<file path="src/rtl/mix_columns_seq.sv">
// AES MixColumns / InvMixColumns stage that transforms one 32-bit column per clock.
// Blocks enter and leave over valid/ready handshakes; a bypass block goes straight to DONE.
//
// state | meaning
// IDLE  | empty, ready for a block
// BUSY  | transforming column col_q of the working register
// DONE  | result held on out_state until the consumer takes it
module mix_columns_seq (
  input  logic         clk,
  input  logic         rst_n,
  input  logic         in_valid,
  output logic         in_ready,
  input  logic [0:127] in_state,
  input  logic         in_inv,
  input  logic         in_last,
  output logic         out_valid,
  input  logic         out_ready,
  output logic [0:127] out_state
);

  typedef enum logic [1:0] {IDLE = 2'd0, BUSY = 2'd1, DONE = 2'd2} state_t;

  state_t       state_q, state_d;
  logic [0:127] work_q;
  logic [1:0]   col_q;
  logic         inv_q;
  logic         accept;
  logic [31:0]  col_in, col_out;

  function automatic logic [7:0] xtime(input logic [7:0] b);
    return {b[6:0], 1'b0} ^ (b[7] ? 8'h1b : 8'h00);
  endfunction

  // Each byte contributes four products (row-diagonal, +1, +2, +3); the mode
  // only changes which xtime combinations those products are.
  function automatic logic [31:0] mix_col(input logic [31:0] c, input logic inv);
    logic [7:0] a  [4];
    logic [7:0] x2 [4];
    logic [7:0] x4 [4];
    logic [7:0] x8 [4];
    logic [7:0] p  [4];
    logic [7:0] q  [4];
    logic [7:0] s  [4];
    logic [7:0] t  [4];
    a[0] = c[31:24];
    a[1] = c[23:16];
    a[2] = c[15:8];
    a[3] = c[7:0];
    for (int i = 0; i < 4; i++) begin
      x2[i] = xtime(a[i]);
      x4[i] = xtime(x2[i]);
      x8[i] = xtime(x4[i]);
      p[i]  = inv ? (x8[i] ^ x4[i] ^ x2[i]) : x2[i];
      q[i]  = inv ? (x8[i] ^ x2[i] ^ a[i])  : (x2[i] ^ a[i]);
      s[i]  = inv ? (x8[i] ^ x4[i] ^ a[i])  : a[i];
      t[i]  = inv ? (x8[i] ^ a[i])          : a[i];
    end
    return {p[0] ^ q[1] ^ s[2] ^ t[3],
            p[1] ^ q[2] ^ s[3] ^ t[0],
            p[2] ^ q[3] ^ s[0] ^ t[1],
            p[3] ^ q[0] ^ s[1] ^ t[2]};
  endfunction

  assign accept    = in_valid && in_ready;
  assign col_in    = work_q[{col_q, 5'b0} +: 32];
  assign col_out   = mix_col(col_in, inv_q);
  assign out_state = work_q;

  always_ff @(posedge clk) begin
    if (!rst_n) state_q <= IDLE;
    else        state_q <= state_d;
  end

  always_comb begin
    state_d = state_q;
    case (state_q)
      IDLE: if (accept) state_d = in_last ? DONE : BUSY;
      BUSY: if (col_q == 2'd3) state_d = DONE;
      DONE: begin
        // a block leaving and a new one arriving on the same edge: new block wins
        if (accept)         state_d = in_last ? DONE : BUSY;
        else if (out_ready) state_d = IDLE;
      end
      default: state_d = IDLE;
    endcase
  end

  always_comb begin
    in_ready  = 1'b0;
    out_valid = 1'b0;
    case (state_q)
      IDLE: in_ready = rst_n;
      DONE: begin
        out_valid = 1'b1;
        in_ready  = rst_n && out_ready;
      end
      default: ;
    endcase
  end

  always_ff @(posedge clk) begin
    if (!rst_n) begin
      work_q <= '0;
      col_q  <= '0;
      inv_q  <= 1'b0;
    end else if (accept) begin
      work_q <= in_state;
      inv_q  <= in_inv;
      col_q  <= '0;
    end else if (state_q == BUSY) begin
      work_q[{col_q, 5'b0} +: 32] <= col_out;
      col_q <= col_q + 2'd1;
    end
  end

endmodule

</file>
<file path="config.mk">
export PLATFORM = sky130hd
export DESIGN_NAME = mix_columns_seq
export DESIGN_NICKNAME = d
export VERILOG_FILES = /design/src/rtl/mix_columns_seq.sv
export SDC_FILE = /design/constraint.sdc
export NUM_CORES = 1
export LEC_CHECK = 0
export CORE_MARGIN = 2
export CORE_UTILIZATION = 45
export CTS_CLUSTER_DIAMETER = 50
export DETAILED_ROUTE_END_ITERATION = 16
export PLACE_DENSITY_LB_ADDON = 0.05
export SETUP_SLACK_MARGIN = 0.5
export SLEW_MARGIN = 20
export SYNTH_ARGS = -nofsm -noshare
export SYNTH_HDL_FRONTEND = slang
export SYNTH_SLANG_ARGS = --single-unit
</file>
<file path="constraint.sdc">
create_clock -name clk -period 4.18 [get_ports clk]
set_clock_uncertainty 0.1 [all_clocks]
set_input_delay 0.418 -clock clk [delete_from_list [all_inputs] [get_ports clk]]
set_output_delay 0.418 -clock clk [all_outputs]
set_load 0.005 [all_outputs]
</file>
==> results of run 1 <==
-- layer usage --
metal	GRT usage	part of all wire	vias to the layer above
met5	0	0	-
met4	0.1037	0.024	0
li1	-	-	3677
met3	0.05762	0.087	55
met2	0.4572	0.46	431
met1	0.4077	0.43	3888
-- placed cells by master, fill, tap and decap left out, drive strengths merged, types with 3 or more instances in the layout --
master	count
nand2b	3
o21ai	62
clkdlybuf4s50	262
clkinv	3
a22oi	20
a21boi	5
xor2	29
ha	4
clkinvlp	4
or3	16
xnor3	28
a22o	128
nand2	84
clkbuf	24
nor2b	28
dfxtp	133
xnor2	114
and2	9
buf	26
nand3	32
mux2	3
nor2	11
a222oi	24
mux4	32
mux2i	3
a21oi	8
-- power groups by stage --
stage               combinational (mW)  sequential, mW  clock, mW
detailed placement                3.41            1.51          0
finish                            3.49            1.49       1.44
global placement                  3.40            1.52          0
CTS                               3.44            1.49       1.43
floorplan                         2.47            1.47          0
global route                      3.72            1.50       1.51
-- cell type report --
class                   count  share of cell area
multi-input cells         653              0.4799
repair buffers            288              0.2298
flip-flops and latches    133              0.2172
clock buffers              24             0.03919
well taps                 265             0.02697
clock inverters             8            0.006107
inverters                   2           0.0006107
diodes                      1           0.0002036
-- kinds of logic (layout without fill, tap and decap cells) --
family / count (synthesis) / in the layout / share of synthesized area
xor+xnor: 173 / 173 / 0.2439
flops: 133 / 133 / 0.3000
other cells: 0 / 1 / 0
buf+inv: 76 / 322 / 0.04412
simple gates: 188 / 188 / 0.1014
mux: 38 / 38 / 0.08838
compound gates: 250 / 250 / 0.2167
fa+ha+maj: 4 / 4 / 0.005639
-- worst reg2reg max path: stages (launching register included) --
cell and delay (ns):
dfxtp_4 0.58, buf_4 0.35, mux4_2 0.49, xnor3_1 0.48, xnor3_1 0.50, xnor2_1 0.16, and2_2 0.21, xnor3_1 0.40
o21ai_1 0.15
-- through the flow --
stage	cells	instance area [um2]	hold WS, ns
floorplan	862	8876	0.4228
global placement	1340	11680	0.4616
detailed placement	1340	11680	0.4629
CTS	1372	12250	0.4616
global route	1374	12290	0.4734
finish	1374	12290	0.4659
-- what timing repair did --
item,in CTS,in global routing
gates resized for setup,2,4
buffers inserted,0,1
setup endpoints to repair,45,15
-- worst min path at each step --
| stage | startpoint | slack, ns | to | cells past startpoint |
|---|---|---|---|---|
| after floorplan | state_q[1]$_SDFFE_PN0P_ | 0.42 | state_q[1]$_SDFFE_PN0P_ | 1 |
| after global placement | out_state[120]$_SDFFE_PN0P_ | 0.46 | out_state[120]$_SDFFE_PN0P_ | 2 |
| after detailed placement | out_state[126]$_SDFFE_PN0P_ | 0.46 | out_state[126]$_SDFFE_PN0P_ | 2 |
| after CTS | in_inv | 0.46 | inv_q$_SDFFE_PN0P_ | 3 |
| after global routing | in_inv | 0.47 | inv_q$_SDFFE_PN0P_ | 3 |
| final | in_inv | 0.47 | inv_q$_SDFFE_PN0P_ | 3 |
-- sequential cells by signal (all words and copies together) (netlist names) --
name	flops
col_q	2
inv_q	1
out_state	128
state_q	2
==> impl_metrics.xml, run 1 <==
<?xml version="1.0" encoding="UTF-8"?>
<metrics>
  <group name="power">
    <metric name="p_sw" unit="mW">2.508</metric>
    <metric name="power.total" unit="mW">6.418</metric>
    <metric name="leakage" unit="nW">4.508</metric>
    <metric name="power.sequential.fraction" unit="">0.232</metric>
    <metric name="comb_power_share" unit="">0.544</metric>
    <metric name="vdd_drop_max" unit="mV">0.4125</metric>
    <metric name="internal_power" unit="mW">3.911</metric>
    <metric name="clock_power_share" unit="">0.224</metric>
    <metric name="power_density" unit="nW/um2">522.1</metric>
    <metric name="switching_share" unit="">0.3907</metric>
  </group>
  <group name="timing">
    <metric name="max-slew-margin-rel" unit="">0.4212</metric>
    <metric name="final_min_period_over_clock_period" unit="">0.8377</metric>
    <metric name="fmax" unit="GHz">0.2856</metric>
    <metric name="finalWorstSetupSlack" unit="ns">0.6783</metric>
    <metric name="rsz_0062_raised_after_global_routing" unit="">false</metric>
    <metric name="worst-slew-pin-transition" unit="ns">0.8660</metric>
    <metric name="finalMaxSlewViolations" unit="">0</metric>
    <metric name="finalSetupViolations" unit="">0</metric>
    <metric name="setup_tns" unit="ns">0</metric>
    <metric name="hold_viol_final" unit="">0</metric>
    <metric name="layout_min_cycle_time" unit="ns">3.502</metric>
  </group>
  <group name="yosys">
    <metric name="synthMostInstantiatedCell" unit="">dfxtp_1</metric>
    <metric name="synth.yosys.warnings" unit="">0</metric>
    <metric name="seq_area_frac_synth" unit="">0.3000</metric>
    <metric name="synthDominantCellAreaShare" unit="">0.3000</metric>
    <metric name="synth_commonest_cells" unit="">133 x dfxtp_1, 128 x a22o_1, 93 x xnor2_1, 84 x nand2_1, 57 x clkbuf_1</metric>
    <metric name="synth-edff-count" unit="">0</metric>
    <metric name="ys_types" unit="">42</metric>
    <metric name="postSynth.asyncResetShare" unit="">0</metric>
    <metric name="syn_avg_cell_area" unit="um2">10.30</metric>
    <metric name="synthDominantAreaCellType" unit="">dfxtp_1</metric>
    <metric name="synth_net_count" unit="">1000</metric>
    <metric name="post_synth_inst_count" unit="">862</metric>
    <metric name="synthesized_area" unit="um2">8876</metric>
    <metric name="postSynth.topFlopCell" unit="">dfxtp_1</metric>
    <metric name="biggest_area_contributors_in_the_synthesized_netlist" unit="">dfxtp_1 30%, a22o_1 13%, xnor2_1 9.2%</metric>
    <metric name="ys_seq_elements" unit="">133</metric>
  </group>
  <group name="finish">
    <metric name="finalNetCount" unit="">1233</metric>
    <metric name="nFillCells" unit="">1614</metric>
    <metric name="final_core_util" unit="">0.6337</metric>
    <metric name="area_of_the_multi_input_gates" unit="um2">5899</metric>
    <metric name="layout-drive-gt1-share" unit="">0.1146</metric>
    <metric name="regArea" unit="um2">2670</metric>
    <metric name="area.growth.synth_to_final" unit="%">38.50</metric>
  </group>
  <group name="placed_design">
    <metric name="numPortBuffers" unit="">263</metric>
    <metric name="detailedPlace.worstSlack" unit="ns">0.4204</metric>
    <metric name="hpwl" unit="um">22500</metric>
    <metric name="routability_congestion" unit="">0.8737</metric>
  </group>
  <group name="route">
    <metric name="detail_route.iter0.violations" unit="">861</metric>
    <metric name="drcViolationCount" unit="">0</metric>
    <metric name="postRouteWirelength" unit="um">30920</metric>
    <metric name="route.vias.total" unit="">8051</metric>
    <metric name="detail_route.vias_per_cell" unit="">5.860</metric>
    <metric name="drt.antenna.violating_nets" unit="">0</metric>
    <metric name="route.detailed.wl_per_inst" unit="um">22.50</metric>
    <metric name="drt-pass1-iter-count" unit="">9</metric>
  </group>
  <group name="hold_path">
    <metric name="timing.hold.worst.class" unit="">input port to flip-flop</metric>
  </group>
  <group name="cts">
    <metric name="clock_latency" unit="ns">0.42</metric>
    <metric name="clkTransAtPathRegs" unit="ns">0.06</metric>
    <metric name="cts-htree-levels" unit="">4</metric>
    <metric name="postCtsHoldBufs" unit="">0</metric>
    <metric name="ctsRootBufferMaster" unit="">clkbuf_16</metric>
    <metric name="tritoncts_clock_tree" unit="">yes</metric>
    <metric name="number_of_sinks_handled_by_clock_tree_synthesis" unit="">133</metric>
    <metric name="clock_tree.buffer_depth" unit="">2</metric>
    <metric name="cts_buf_count" unit="">17</metric>
  </group>
  <group name="setup_path">
    <metric name="max_stage_delay_on_crit_path" unit="ns">0.58</metric>
    <metric name="cp_slowest_cell" unit="">dfxtp_4</metric>
    <metric name="path_buf_inv" unit="">1</metric>
    <metric name="worst-endpoint-required" unit="ns">4.42</metric>
    <metric name="regToRegStartpoint" unit="">col_q[0]$_SDFFE_PP0P_</metric>
    <metric name="worst-endpoint-arrival" unit="ns">3.74</metric>
    <metric name="critical_path.max_fanout" unit="">23</metric>
    <metric name="worstPathCellList" unit="">buf_4 -&gt; mux4_2 -&gt; xnor3_1 -&gt; xnor3_1 -&gt; xnor2_1 -&gt; and2_2 -&gt; xnor3_1 -&gt; o21ai_1</metric>
    <metric name="reg2regPathDepth" unit="">8</metric>
    <metric name="setup.reg_to_reg.worst_slack" unit="ns">0.68</metric>
    <metric name="worst-path-stages" unit="">8</metric>
    <metric name="crit_family" unit="">XOR/XNOR gates</metric>
    <metric name="crit_end" unit="">out_state[17]$_SDFFE_PN0P_</metric>
    <metric name="setup.worst_path.end_class" unit="">flip-flop</metric>
    <metric name="cp-start-kind" unit="">flip-flop</metric>
    <metric name="crit_top_cell" unit="">xnor3_1</metric>
    <metric name="worst-setup-path-type" unit="">flip-flop to flip-flop</metric>
    <metric name="launch_point_of_the_worst_path" unit="">col_q[0]$_SDFFE_PP0P_</metric>
    <metric name="worst_r2r_endpoint" unit="">out_state[17]$_SDFFE_PN0P_</metric>
  </group>
  <group name="job">
    <metric name="drv_cap" unit="">0</metric>
  </group>
  <group name="grt">
    <metric name="grt_usage" unit="">0.2936</metric>
    <metric name="via_count_of_the_first_global_routing_pass" unit="">7828</metric>
    <metric name="antenna_found_initial" unit="">1</metric>
    <metric name="grt_start_max_net_pins" unit="">84</metric>
    <metric name="grt_first_pass_wirelength" unit="um">46170</metric>
    <metric name="grt_overflow" unit="">0</metric>
  </group>
  <group name="floorplanning">
    <metric name="core.rowCount" unit="">51</metric>
    <metric name="die-width" unit="um">144.4</metric>
    <metric name="floorplan.die_area" unit="um2">20860</metric>
    <metric name="floorplan.initialDensity" unit="">0.4576</metric>
    <metric name="core" unit="um2">19400</metric>
    <metric name="floorplan.die.height" unit="um">144.4</metric>
    <metric name="floorplan.io_pins" unit="">264</metric>
  </group>
  <group name="run_status">
    <metric name="status" unit="">finished, final reports clean</metric>
  </group>
</metrics>
Power figures use the tool's default switching activity.
==> inputs of run 2 (changes only) <==
Settings changed: CORE_UTILIZATION 45 to 44.
Clock period 4.18 ns to 2.8 ns, I/O delays scaled along.
==> impl_metrics.xml, run 2 (same netlist as run 1, synthesis figures left out) <==
<?xml version="1.0" encoding="UTF-8"?>
<metrics>
  <group name="setup_path">
    <metric name="cp-start-kind" unit="">flip-flop</metric>
    <metric name="cp_slowest_cell" unit="">mux4_2</metric>
    <metric name="reg2regPathDepth" unit="">10</metric>
    <metric name="setup.reg_to_reg.worst_slack" unit="ns">-0.39</metric>
    <metric name="max_stage_delay_on_crit_path" unit="ns">0.54</metric>
    <metric name="setup.worst_path.end_class" unit="">flip-flop</metric>
    <metric name="worst_r2r_endpoint" unit="">out_state[97]$_SDFFE_PN0P_</metric>
    <metric name="worst-endpoint-required" unit="ns">3.06</metric>
    <metric name="path_buf_inv" unit="">3</metric>
    <metric name="regToRegStartpoint" unit="">col_q[1]$_SDFFE_PP0P_</metric>
    <metric name="worstPathCellList" unit="">buf_12 -&gt; mux4_2 -&gt; buf_6 -&gt; xnor3_1 -&gt; xnor3_2 -&gt; buf_6 -&gt; xnor2_2 -&gt; and2_4 -&gt; xnor3_2 -&gt; o21ai_1</metric>
    <metric name="worst-endpoint-arrival" unit="ns">3.46</metric>
    <metric name="worst-setup-path-type" unit="">flip-flop to flip-flop</metric>
    <metric name="critical_path.max_fanout" unit="">9</metric>
    <metric name="crit_family" unit="">XOR/XNOR gates</metric>
  </group>
  <group name="grt">
    <metric name="grt_usage" unit="">0.3362</metric>
    <metric name="grt_start_max_net_pins" unit="">141</metric>
    <metric name="antenna_found_initial" unit="">0</metric>
    <metric name="grt_overflow" unit="">0</metric>
    <metric name="via_count_of_the_first_global_routing_pass" unit="">9505</metric>
    <metric name="grt_first_pass_wirelength" unit="um">55300</metric>
  </group>
  <group name="power">
    <metric name="power_density" unit="nW/um2">873.6</metric>
    <metric name="vdd_drop_max" unit="mV">0.6839</metric>
    <metric name="leakage" unit="nW">6.078</metric>
  </group>
  <group name="timing">
    <metric name="final_min_period_over_clock_period" unit="">1.140</metric>
    <metric name="whs" unit="ns">0.3443</metric>
    <metric name="hold_viol_final" unit="">0</metric>
    <metric name="layout_min_cycle_time" unit="ns">3.193</metric>
    <metric name="worst-slew-pin-transition" unit="ns">0.6163</metric>
    <metric name="max-slew-margin-rel" unit="">0.5891</metric>
    <metric name="rsz_0062_raised_after_global_routing" unit="">true</metric>
    <metric name="fmax" unit="GHz">0.3132</metric>
    <metric name="finalSetupViolations" unit="">128</metric>
    <metric name="finalMaxSlewViolations" unit="">0</metric>
    <metric name="finalWorstSetupSlack" unit="ns">-0.3928</metric>
  </group>
  <group name="route">
    <metric name="detail_route.vias_per_cell" unit="">5.977</metric>
    <metric name="route.detailed.wl_per_inst" unit="um">24.31</metric>
    <metric name="detail_route.iter0.violations" unit="">972</metric>
    <metric name="drt.antenna.violating_nets" unit="">0</metric>
    <metric name="drt-pass1-iter-count" unit="">9</metric>
    <metric name="drcViolationCount" unit="">0</metric>
    <metric name="postRouteWirelength" unit="um">38100</metric>
    <metric name="route.vias.total" unit="">9366</metric>
  </group>
  <group name="finish">
    <metric name="postLayoutCellArea" unit="um2">15210</metric>
    <metric name="stdcell_count" unit="">1567</metric>
    <metric name="finalNetCount" unit="">1427</metric>
    <metric name="area.growth.synth_to_final" unit="%">71.34</metric>
    <metric name="max_reg_flops" unit="">128</metric>
    <metric name="regArea" unit="um2">2670</metric>
    <metric name="final_cell_mix" unit="">262 x clkdlybuf4s50_1, 158 x buf_4, 131 x dfxtp_1</metric>
    <metric name="most_common_library_cell_in_the_layout_ignoring_fill_and_taps" unit="">clkdlybuf4s50_1</metric>
    <metric name="layout-drive-gt1-share" unit="">0.3249</metric>
    <metric name="antenna_cells" unit="">0</metric>
    <metric name="final_core_util" unit="">0.7738</metric>
    <metric name="area_of_the_multi_input_gates" unit="um2">6863</metric>
    <metric name="nFillCells" unit="">1292</metric>
  </group>
  <group name="cts">
    <metric name="number_of_sinks_handled_by_clock_tree_synthesis" unit="">133</metric>
    <metric name="cts-htree-levels" unit="">4</metric>
    <metric name="clock_tree.buffer_depth" unit="">2</metric>
    <metric name="tritoncts_clock_tree" unit="">yes</metric>
    <metric name="postCtsHoldBufs" unit="">0</metric>
    <metric name="clkTransAtPathRegs" unit="ns">0.06</metric>
    <metric name="cts_buf_count" unit="">17</metric>
    <metric name="clock_latency" unit="ns">0.44</metric>
    <metric name="ctsRootBufferMaster" unit="">clkbuf_16</metric>
  </group>
  <group name="run_status">
    <metric name="status" unit="">complete, but fails checks</metric>
    <metric name="violations_in_the_final_reports" unit="">negative setup slack</metric>
  </group>
  <group name="hold_path">
    <metric name="min_delay_worst_endpoint" unit="">out_state[61]$_SDFFE_PN0P_</metric>
    <metric name="min_path_cells" unit="">4</metric>
    <metric name="hp-start" unit="">rst_n</metric>
    <metric name="timing.hold.worst.class" unit="">input port to flip-flop</metric>
  </group>
  <group name="floorplanning">
    <metric name="core" unit="um2">19650</metric>
    <metric name="floorplan.die_area" unit="um2">21320</metric>
    <metric name="floorplan.io_pins" unit="">264</metric>
    <metric name="die-width" unit="um">146.0</metric>
    <metric name="core.rowCount" unit="">51</metric>
    <metric name="floorplan.die.height" unit="um">146.0</metric>
    <metric name="floorplan.initialDensity" unit="">0.4516</metric>
  </group>
  <group name="placed_design">
    <metric name="detailedPlace.worstSlack" unit="ns">-0.3215</metric>
    <metric name="placedCellCount" unit="">1475</metric>
    <metric name="hpwl" unit="um">25150</metric>
    <metric name="dpl_cell_area" unit="um2">13100</metric>
    <metric name="numPortBuffers" unit="">263</metric>
    <metric name="routability_congestion" unit="">0.8973</metric>
  </group>
  <group name="job">
    <metric name="drv_cap" unit="">0</metric>
  </group>
</metrics>
run 2: changes by cell type in the layout (fill, tap and decap cells not counted), sizes merged, moves of 2 or more:
| cell | previous run | this run |
|---|---|---|
| bufinv | 1 | 3 |
| clkinvlp | 4 | 2 |
| clkinv | 3 | 5 |
| buf | 26 | 219 |
| clkbuf | 24 | 21 |
run 2: report_power, final:
part           total [mW]  leakage, nW  internal [mW]  switching (mW)
sequential           2.21         1.09           2.05           0.163
clock                2.35        0.288           1.43           0.926
combinational        8.72         4.70           4.71            4.01
total                13.3         6.08           8.19            5.10
run 2: worst max-delay path by stage:
| stage | start | to | slack, ns | cells past startpoint |
|---|---|---|---|---|
| final | col_q[1]$_SDFFE_PP0P_ | out_state[97]$_SDFFE_PN0P_ | -0.39 | 10 |
| after global routing | col_q[1]$_SDFFE_PP0P_ | out_state[97]$_SDFFE_PN0P_ | -0.44 | 10 |
| after CTS | col_q[1]$_SDFFE_PP0P_ | out_state[107]$_SDFFE_PN0P_ | -0.23 | 9 |
| after detailed placement | col_q[0]$_SDFFE_PP0P_ | out_state[1]$_SDFFE_PN0P_ | -0.32 | 8 |
| after global placement | col_q[0]$_SDFFE_PP0P_ | out_state[65]$_SDFFE_PN0P_ | -0.26 | 8 |
| after floorplan | col_q[1]$_SDFFE_PP0P_ | out_state[11]$_SDFFE_PN0P_ | -0.23 | 9 |
run 2: routing by layer:
layer  vias to the layer above  GRT usage  part of all wire  wire length, um
met4                         0     0.1379             0.038             1459
met5                         -          0                 0                0
li1                       4072          -                 -                -
met1                      4588     0.4250              0.38            14480
met3                       112    0.06969             0.083             3175
met2                       594     0.5630              0.50            18980
run 2: tightest hold or removal path, delay by kind of cell:
kind,cells,cell delay [ns]
AO/OA/AOI/OAI,1,0.05
buffers and inverters,2,0.37
AND/OR/NAND/NOR,1,0.11
run 2: what timing repair did:
item | in CTS | in global routing
pin swaps | 52 | 42
gates resized for setup | 122 | 58
setup buffers | 39 | 20
endpoints found under the setup margin | 128 | 129
gates cloned | 1 | 0
run 2: metrics by stage:
stage,TNS [ns],power (mW)
after floorplan,-5.851,6.214
after global placement,-21.27,8.720
after global routing,-34.86,13.74
final,-24.94,13.29
after detailed placement,-25.48,8.757
after CTS,-12.54,12.44
run 2: cell type report:
| cell class | count | area share |
|---|---|---|
| Clock inverter | 11 | 0.009873 |
| Inverter | 2 | 0.0004936 |
| Tap cell | 265 | 0.02180 |
| Sequential cell | 133 | 0.1756 |
| Clock buffer | 21 | 0.02962 |
| Multi-Input combinational cell | 653 | 0.4513 |
| Timing Repair Buffer | 482 | 0.3114 |
